File: src/rtl/breathing_sequencer_if.sv
// Control/status bundle between the demo logic (master) and the breathing sequencer (slave).
interface breathing_sequencer_if #(
    parameter int unsigned NUM_CH = 4
);
    logic              start;
    logic              stop;
    logic              loop_mode;
    logic [NUM_CH-1:0] ch_mask;
    logic [NUM_CH-1:0] ch_done;
    logic [NUM_CH-1:0] ch_en;
    logic [2:0]        active_ch;
    logic              busy;
    logic              seq_done;
    logic              timeout_err;

    modport master (
        output start, stop, loop_mode, ch_mask, ch_done,
        input  ch_en, active_ch, busy, seq_done, timeout_err
    );

    modport slave (
        input  start, stop, loop_mode, ch_mask, ch_done,
        output ch_en, active_ch, busy, seq_done, timeout_err
    );
endinterface

File: src/rtl/breathing_sequencer.sv
// Grants one breathing channel at a time, counts its breaths, inserts an all-off
// gap and steps through the channels selected in the latched mask.
module breathing_sequencer #(
    parameter int unsigned NUM_CH         = 4,
    parameter int unsigned BREATHS_PER_CH = 1,
    parameter int unsigned GAP_CYCLES     = 1024,
    parameter int unsigned RUN_TIMEOUT    = 2**28
) (
    input  logic                  clk,
    input  logic                  reset,
    breathing_sequencer_if.slave  bus
);
    localparam logic [1:0] S_IDLE   = 2'd0;
    localparam logic [1:0] S_SELECT = 2'd1;
    localparam logic [1:0] S_RUN    = 2'd2;
    localparam logic [1:0] S_GAP    = 2'd3;

    localparam int unsigned GAP_LEN = (GAP_CYCLES == 0) ? 1 : GAP_CYCLES;
    localparam int unsigned BRTH_W  = $clog2(BREATHS_PER_CH) + 1;
    localparam int unsigned GAP_W   = $clog2(GAP_LEN) + 1;
    localparam int unsigned RUN_W   = (RUN_TIMEOUT == 0) ? 1 : $clog2(RUN_TIMEOUT) + 1;
    localparam bit          RUN_LIMIT_EN = (RUN_TIMEOUT != 0);

    localparam logic [BRTH_W-1:0] BRTH_LAST = BRTH_W'(BREATHS_PER_CH - 1);
    localparam logic [GAP_W-1:0]  GAP_LAST  = GAP_W'(GAP_LEN - 1);
    localparam logic [RUN_W-1:0]  RUN_LAST  = RUN_W'((RUN_TIMEOUT == 0) ? 0 : RUN_TIMEOUT - 1);

    logic [1:0]        state_q,    state_d;
    logic [NUM_CH-1:0] mask_q,     mask_d;
    logic              loop_q,     loop_d;
    logic              first_q,    first_d;
    logic [2:0]        active_q,   active_d;
    logic [NUM_CH-1:0] ch_en_q,    ch_en_d;
    logic              busy_q,     busy_d;
    logic              seq_done_q, seq_done_d;
    logic              timeout_q,  timeout_d;
    logic [BRTH_W-1:0] brth_cnt_q, brth_cnt_d;
    logic [GAP_W-1:0]  gap_cnt_q,  gap_cnt_d;
    logic [RUN_W-1:0]  run_cnt_q,  run_cnt_d;

    logic [2:0] low_idx;
    logic [2:0] above_idx;
    logic       above_found;
    logic [2:0] pick_idx;
    logic       done_hit;

    // Lowest set mask bit overall and lowest set bit above the current channel.
    always_comb begin
        low_idx     = 3'd0;
        above_idx   = 3'd0;
        above_found = 1'b0;
        for (int i = NUM_CH - 1; i >= 0; i--) begin
            if (mask_q[i]) begin
                low_idx = 3'(i);
                if (3'(i) > active_q) begin
                    above_idx   = 3'(i);
                    above_found = 1'b1;
                end
            end
        end
    end

    assign pick_idx = (first_q || !above_found) ? low_idx : above_idx;

    // ch_en_q is one-hot on the running channel, so this masks out foreign done pulses.
    assign done_hit = |(bus.ch_done & ch_en_q);

    always_comb begin
        state_d    = state_q;
        mask_d     = mask_q;
        loop_d     = loop_q;
        first_d    = first_q;
        active_d   = active_q;
        ch_en_d    = ch_en_q;
        seq_done_d = 1'b0;
        timeout_d  = timeout_q;
        brth_cnt_d = brth_cnt_q;
        gap_cnt_d  = gap_cnt_q;
        run_cnt_d  = run_cnt_q;

        case (state_q)
            S_IDLE: begin
                if (bus.start && (bus.ch_mask != '0)) begin
                    mask_d    = bus.ch_mask;
                    loop_d    = bus.loop_mode;
                    timeout_d = 1'b0;
                    first_d   = 1'b1;
                    state_d   = S_SELECT;
                end
            end
            S_SELECT: begin
                active_d   = pick_idx;
                ch_en_d    = NUM_CH'(1) << pick_idx;
                brth_cnt_d = '0;
                run_cnt_d  = '0;
                first_d    = 1'b0;
                state_d    = S_RUN;
            end
            S_RUN: begin
                if (done_hit && (brth_cnt_q == BRTH_LAST)) begin
                    ch_en_d   = '0;
                    gap_cnt_d = '0;
                    state_d   = S_GAP;
                end else begin
                    if (done_hit) begin
                        brth_cnt_d = brth_cnt_q + BRTH_W'(1);
                    end
                    if (RUN_LIMIT_EN && (run_cnt_q == RUN_LAST)) begin
                        timeout_d = 1'b1;
                        ch_en_d   = '0;
                        gap_cnt_d = '0;
                        state_d   = S_GAP;
                    end else if (RUN_LIMIT_EN) begin
                        run_cnt_d = run_cnt_q + RUN_W'(1);
                    end
                end
            end
            S_GAP: begin
                if (gap_cnt_q == GAP_LAST) begin
                    // No set bit above the current channel marks the end of a pass.
                    if (!above_found && !loop_q) begin
                        seq_done_d = 1'b1;
                        state_d    = S_IDLE;
                    end else begin
                        state_d = S_SELECT;
                    end
                end else begin
                    gap_cnt_d = gap_cnt_q + GAP_W'(1);
                end
            end
            default: begin
                state_d = S_IDLE;
                ch_en_d = '0;
            end
        endcase

        if (bus.stop) begin
            state_d    = S_IDLE;
            ch_en_d    = '0;
            seq_done_d = 1'b0;
        end

        busy_d = (state_d != S_IDLE);
    end

    always_ff @(posedge clk) begin
        if (reset) begin
            state_q    <= S_IDLE;
            mask_q     <= '0;
            loop_q     <= 1'b0;
            first_q    <= 1'b0;
            active_q   <= 3'd0;
            ch_en_q    <= '0;
            busy_q     <= 1'b0;
            seq_done_q <= 1'b0;
            timeout_q  <= 1'b0;
            brth_cnt_q <= '0;
            gap_cnt_q  <= '0;
            run_cnt_q  <= '0;
        end else begin
            state_q    <= state_d;
            mask_q     <= mask_d;
            loop_q     <= loop_d;
            first_q    <= first_d;
            active_q   <= active_d;
            ch_en_q    <= ch_en_d;
            busy_q     <= busy_d;
            seq_done_q <= seq_done_d;
            timeout_q  <= timeout_d;
            brth_cnt_q <= brth_cnt_d;
            gap_cnt_q  <= gap_cnt_d;
            run_cnt_q  <= run_cnt_d;
        end
    end

    assign bus.ch_en       = ch_en_q;
    assign bus.active_ch   = active_q;
    assign bus.busy        = busy_q;
    assign bus.seq_done    = seq_done_q;
    assign bus.timeout_err = timeout_q;
endmodule

File: src/flat_wrapper.sv
// flat-port wrapper written by rule: the top's interface ports become plain ports
module breathing_sequencer_flat 
#(
    parameter int unsigned NUM_CH         = 4,
    parameter int unsigned BREATHS_PER_CH = 1,
    parameter int unsigned GAP_CYCLES     = 1024,
    parameter int unsigned RUN_TIMEOUT    = 2**28
)
  (clk, reset, bus_start, bus_stop, bus_loop_mode, bus_ch_mask, bus_ch_done, bus_ch_en, bus_active_ch, bus_busy, bus_seq_done, bus_timeout_err);
  breathing_sequencer_if #(.NUM_CH(NUM_CH)) bus_i ();
  input  logic clk;
  input  logic reset;
  input wire logic [$bits(bus_i.start)-1:0] bus_start;
  input wire logic [$bits(bus_i.stop)-1:0] bus_stop;
  input wire logic [$bits(bus_i.loop_mode)-1:0] bus_loop_mode;
  input wire logic [$bits(bus_i.ch_mask)-1:0] bus_ch_mask;
  input wire logic [$bits(bus_i.ch_done)-1:0] bus_ch_done;
  output wire logic [$bits(bus_i.ch_en)-1:0] bus_ch_en;
  output wire logic [$bits(bus_i.active_ch)-1:0] bus_active_ch;
  output wire logic [$bits(bus_i.busy)-1:0] bus_busy;
  output wire logic [$bits(bus_i.seq_done)-1:0] bus_seq_done;
  output wire logic [$bits(bus_i.timeout_err)-1:0] bus_timeout_err;
  assign bus_i.start = bus_start;
  assign bus_i.stop = bus_stop;
  assign bus_i.loop_mode = bus_loop_mode;
  assign bus_i.ch_mask = bus_ch_mask;
  assign bus_i.ch_done = bus_ch_done;
  assign bus_ch_en = bus_i.ch_en;
  assign bus_active_ch = bus_i.active_ch;
  assign bus_busy = bus_i.busy;
  assign bus_seq_done = bus_i.seq_done;
  assign bus_timeout_err = bus_i.timeout_err;
  breathing_sequencer #(.NUM_CH(NUM_CH), .BREATHS_PER_CH(BREATHS_PER_CH), .GAP_CYCLES(GAP_CYCLES), .RUN_TIMEOUT(RUN_TIMEOUT)) u_core (.clk(clk), .reset(reset), .bus(bus_i));
endmodule
File: config.mk
export PLATFORM = sky130hd
export DESIGN_NAME = breathing_sequencer_flat
export DESIGN_NICKNAME = d
export VERILOG_FILES = /design/src/rtl/breathing_sequencer_if.sv /design/src/rtl/breathing_sequencer.sv /design/src/flat_wrapper.sv
export SDC_FILE = /design/constraint.sdc
export NUM_CORES = 1
export LEC_CHECK = 0
export ABC_CLOCK_PERIOD_IN_PS = 4400
export BUFFER_PORTS_ARGS = -buffer_cell sky130_fd_sc_hd__buf_2
export CORE_MARGIN = 5
export CORE_UTILIZATION = 60
export DETAILED_ROUTE_END_ITERATION = 16
export MAX_ROUTING_LAYER = met4
export PLACE_DENSITY = 0.79
export SYNTH_ARGS = -nofsm -noshare
export SYNTH_HDL_FRONTEND = slang
export SYNTH_SLANG_ARGS = --single-unit
File: constraint.sdc
create_clock -name clk -period 4.4 [get_ports clk]
set_clock_uncertainty 0.2 [all_clocks]
set_input_delay 0.22 -clock clk [delete_from_list [all_inputs] [get_ports clk]]
set_output_delay 0.22 -clock clk [all_outputs]
set_load 0.03 [all_outputs]
Word level (Yosys, flattened, before mapping)
Index checks and enable logic that the tools add are counted.
- $lt $le $gt $ge: 4
- bitwise operators: 4
- eq/ne operators: 12
- add/sub/neg operators: 3
- shifts and indexed selects: 1
- multiplexer cells: 48
- reduce and logical (&&, ||, !) cells: 23
- operators by type and width (kind ; number):
    29-bit two-way mux ; 2
    29-bit case mux with 2 select lines ; 1
    11-bit two-way mux ; 3
    3-bit two-way mux ; 11
    29-bit by 1-bit adder with 29-bit output, second input constant ; 1
    29-bit by 28-bit equality test with 1-bit output, second input constant ; 1
    11-bit case mux with 2 select lines ; 1
    1-bit two-way mux ; 16
    2-bit two-way mux ; 7
    11-bit by 1-bit adder with 11-bit output, second input constant ; 1
    11-bit by 10-bit equality test with 1-bit output, second input constant ; 1
    2-bit nonzero test ; 5
    3-bit AND reduction ; 3
    4-bit two-way mux ; 2
    2-bit case mux with 4 select lines ; 1
    4-bit case mux with 2 select lines ; 1
    4-bit OR reduction ; 2
    1-bit by 3-bit > comparator with 1-bit output, first input constant ; 2
    2-bit by 3-bit > comparator with 1-bit output, first input constant ; 2
    2-bit by 1-bit inequality test with 1-bit output, second input constant ; 3
    2-bit inequality test, second input constant ; 3
    1-bit case mux with 2 select lines ; 3
    2-bit AND reduction ; 3
    4-bit AND ; 1
    13 further kinds ; 19
- register bits after elaboration: 59

Longest topological paths before layout
- word-level depth: 16
- depth in mapped cells: 10
- gate-level depth less buffers: 7

Worst setup path before layout
No wires, ideal clock.
- path kind: register to register
- from: register u_core.state_q[0]
- to: register u_core.run_cnt_q[17]
- data arrival time: 2.119 ns
- stages on the path, launching flop included: 10
- clock period less this slack: 2.389 ns
- required time: 4.130 ns
- slack: 2.011 ns
- cells stage by stage: dfxtp_1 > inv_1 > ha_1 > clkbuf_8 > nor2b_1 > o21ai_2 > nand4_1 > clkbuf_1 > or4_2 > a21oi_1
- word-level cells in the longest chain between the ends: 3
- ends and longest elaborated chain (element ; line ; RTL):
    start, declared ; breathing_sequencer.sv:28 ; logic [1:0] state_q, state_d;
    start signal, assigned ; breathing_sequencer.sv:161 ; state_q <= state_d;
    2-bit equality test or 2-bit by 1-bit equality test with 1-bit output (tied branches) ; breathing_sequencer.sv:81 ; case (state_q)
    2-bit inequality test (no source line) or 2-bit nonzero test (tied branches) ; - ;
    3-bit AND reduction (no source line) ; - ;
    end signal, assigned ; breathing_sequencer.sv:172 ; run_cnt_q <= run_cnt_d;
    end, declared ; breathing_sequencer.sv:39 ; logic [RUN_W-1:0] run_cnt_q, run_cnt_d;
Several ways; a longest one is shown, not always the timed one.
A chain may end at the register's enable or synchronous reset.

Worst setup path after layout
- from: register u_core.state_q[0]
- to: register u_core.run_cnt_q[2]
Same word-level chain as after synthesis.

==> results.cfg <==
[detailed_routing]
num_vias = 3209
wirelength_mm = 8.01
ant_nets = 0
via_per_inst = 6.34
drt_iter0_drc = 194
wl_per_cell_um = 15.8
drtPass1Iterations = 4
route.detailed.drc = 0

[global_routing]
grt_max_degree = 33
track_usage_pct = 23.8
overflow = 0
antenna_found_initial = 0
grt_pass1_wl_mm = 13.8
grt_pass1_vias = 3085

[finish]
layout-drive-gt1-share_pct = 12.9
antennaDiodeCount = 0
layout_commonest_cell = dfxtp_1
final_nets = 451
most-common-layout-cells = 58 x dfxtp_1, 42 x a21oi_1, 37 x nand2_1
areaGrowthSynthToFinish_pct = 9.56

[timing]
slew_headroom_pct = 36.3
final_max_slew_viol_count = 0
layout_min_cycle_time_ps = 2610
totalNegativeSetupSlack_ps = 0
min_period_over_period_pct = 59.4
grt_setup_unrepaired = false
finalHoldViolCount = 0
setup_violations = 0
tightest_slew_ps = 947
fmax_ghz = 0.383

[pwr]
swShare_pct = 24.9
p_leak_nw = 1.23
ir_worst_vdd_v = 0.000209
p_comb_share_pct = 9.6
p_sw_mw = 0.284
powerDensity_nw_per_um2 = 306
power_frac_seq_pct = 47.4
clock_power_share_pct = 43.0
power_mw = 1.14
intPower_mw = 0.857

[min_path]
hold_class = input port to flop

[synthesis]
synth_top_area_share_pct = 34.1
synth_area_um2 = 3400
yosysTopAreaCell = dfxtp_1
synth_seq_cells = 58
yosysWarnings = 0
synthFlopType = dfxtp_1
synth_edf_count = 0
synthCells = 410
ys_async_sr_fraction_pct = 0
synth.avg_cell_area_um2 = 8.30
synth_cell_types = 64
yosys-top-cells-area = dfxtp_1 34%, a21oi_1 6.2%, o31ai_1 4.4%
yosysSeqAreaShare_pct = 34.1
syn_nets = 430

[die]
dieArea_um2 = 7280
fp.dieH_um = 85.3
ios = 23
core_area_um2 = 5510
row_count = 27
die_w_um = 85.3
floorplan.initialDensity_pct = 61.8

[clocking]
clock_path_buffers = 2
clkTransAtPathRegs_ps = 60
h-tree-depth = 3
cts.sinks = 58
numCtsBuffers = 9
clkLatencyLatePin_ps = 350
post_cts_buffers = 0
root_buffer = clkbuf_8
cts_tree = built

[worst_setup_path]
ff2ff_setup_slack_ps = 1790
cp.arrival_ps = 2640
path_cells = inv_1 > ha_1 > nand3_1 > nor4_1 > and4_1 > nor3_1 > o21a_1
start_kind = flop
end_kind = flop
cp_max_fo = 10
slowest_stage = nor4_1
critical_path.max_stage_delay_ps = 580
critical_path_required_ps = 4430
crit_type = flop to flop

[run]
drv_cap = 0

[place]
gp_congestion = 0.878
placement.io_buffers = 21
hpwl_mm = 5.37

[status]
outcome = completed
routing by layer:
layer / GRT usage, % / vias up / share of wire [%]
met5: - / - / 0
met2: 38.4 / 82 / 50
li1: - / 1618 / -
met3: 7.38 / 14 / 4.4
met1: 27.3 / 1495 / 44
met4: 9.50 / 0 / 1.7
area by class of cell:
| cell class | instances | area (um2) |
|---|---|---|
| Inverter | 20 | 75.1 |
| Tap cell | 72 | 90.1 |
| Clock buffer | 11 | 151 |
| Timing Repair Buffer | 32 | 210 |
| Fill cell | 465 | 1780 |
| Sequential cell | 58 | 1160 |
| Multi-Input combinational cell | 310 | 2000 |
| Clock inverter | 3 | 40.0 |
power groups by stage:
| stage | combinational [mW] | clock [mW] | sequential (mW) |
|---|---|---|---|
| 6_report | 0.110 | 0.490 | 0.541 |
| 5_1_grt | 0.121 | 0.525 | 0.542 |
| 4_1_cts | 0.108 | 0.498 | 0.541 |
| 3_5_place_dp | 0.101 | 0 | 0.552 |
| 3_3_place_gp | 0.0985 | 0 | 0.552 |
| 2_1_floorplan | 0.0761 | 0 | 0.556 |
cell usage after synthesis, drive strengths merged, types with 4 or more instances:
| cell | instances |
|---|---|
| or4 | 21 |
| ha | 7 |
| mux2i | 6 |
| dfxtp | 58 |
| a21oi | 42 |
| nand4 | 12 |
| nand2b | 12 |
| and3 | 7 |
| inv | 20 |
| clkbuf | 17 |
| o31ai | 20 |
| a31oi | 6 |
| and2 | 4 |
| a211oi | 8 |
| nor2 | 20 |
| buf | 4 |
| nor3 | 12 |
| nand2 | 37 |
| and4 | 7 |
| o21ai | 7 |
| nand3 | 19 |
| o32ai | 6 |
| or2 | 5 |
| o22ai | 6 |
| nor4 | 5 |
final timing paths:
| check | startpoint | end | depth (start not counted) |
|---|---|---|---|
| setup / recovery | u_core.state_q[0]$_SDFF_PP0_ | u_core.run_cnt_q[2]$_SDFFE_PP0P_ | 7 |
| hold / removal | bus_stop | u_core.bus.ch_en[2]$_SDFFE_PP0P_ | 4 |
| setup reg to reg | u_core.state_q[0]$_SDFF_PP0_ | u_core.run_cnt_q[2]$_SDFFE_PP0P_ | 7 |
| hold reg to reg | u_core.mask_q[0]$_SDFFE_PP0P_ | u_core.mask_q[0]$_SDFFE_PP0P_ | 2 |
state kept, by name (all words and copies together) (netlist names):
register                cells
u_core.brth_cnt_q           1
u_core.bus.ch_en            4
u_core.bus.timeout_err      1
u_core.bus.seq_done         1
u_core.bus.busy             1
u_core.bus.active_ch        2
u_core.run_cnt_q           29
u_core.mask_q               4
u_core.first_q              1
u_core.state_q              2
u_core.loop_q               1
u_core.gap_cnt_q           11
logic make-up (layout without fill, tap and decap cells):
group | count (synthesis) | after routing | share of synthesized area [%]
AND/OR/NAND/NOR | 173 | 173 | 29.8
AO/OA/AOI/OAI | 123 | 123 | 24.5
flip-flops | 58 | 58 | 34.1
buffers and inverters | 42 | 66 | 7.10
adder cells (fa/ha/maj) | 7 | 7 | 2.57
multiplexers | 6 | 6 | 1.76
other | 1 | 1 | 0.110
worst max-delay path: cells and delay by family, from the launching register on:
kind,cells,cell delay (ps)
adder cells (fa/ha/maj),1,390
buffers and inverters,1,160
flip-flops,1,330
AO/OA/AOI/OAI,1,180
AND/OR/NAND/NOR,4,1230
what timing repair did:
action | CTS | global route
endpoints found under the hold margin | 5 | 0
resized for setup | 0 | 0
hold buffers | 9 | 0
stage by stage:
stage	instance area, um2	worst slack (ps)	util [%]	hold slack [ps]	cells
5_1_grt	3730	1570	67.7	91.8	506
6_report	3730	1790	67.7	84.0	506
4_1_cts	3730	1810	67.7	61.7	506
3_5_place_dp	3450	1850	62.6	263	483
3_3_place_gp	3450	1910	62.6	252	483
2_1_floorplan	3400	2010	-	164	410
No activity file was read; power rests on OpenSTA's default activity.
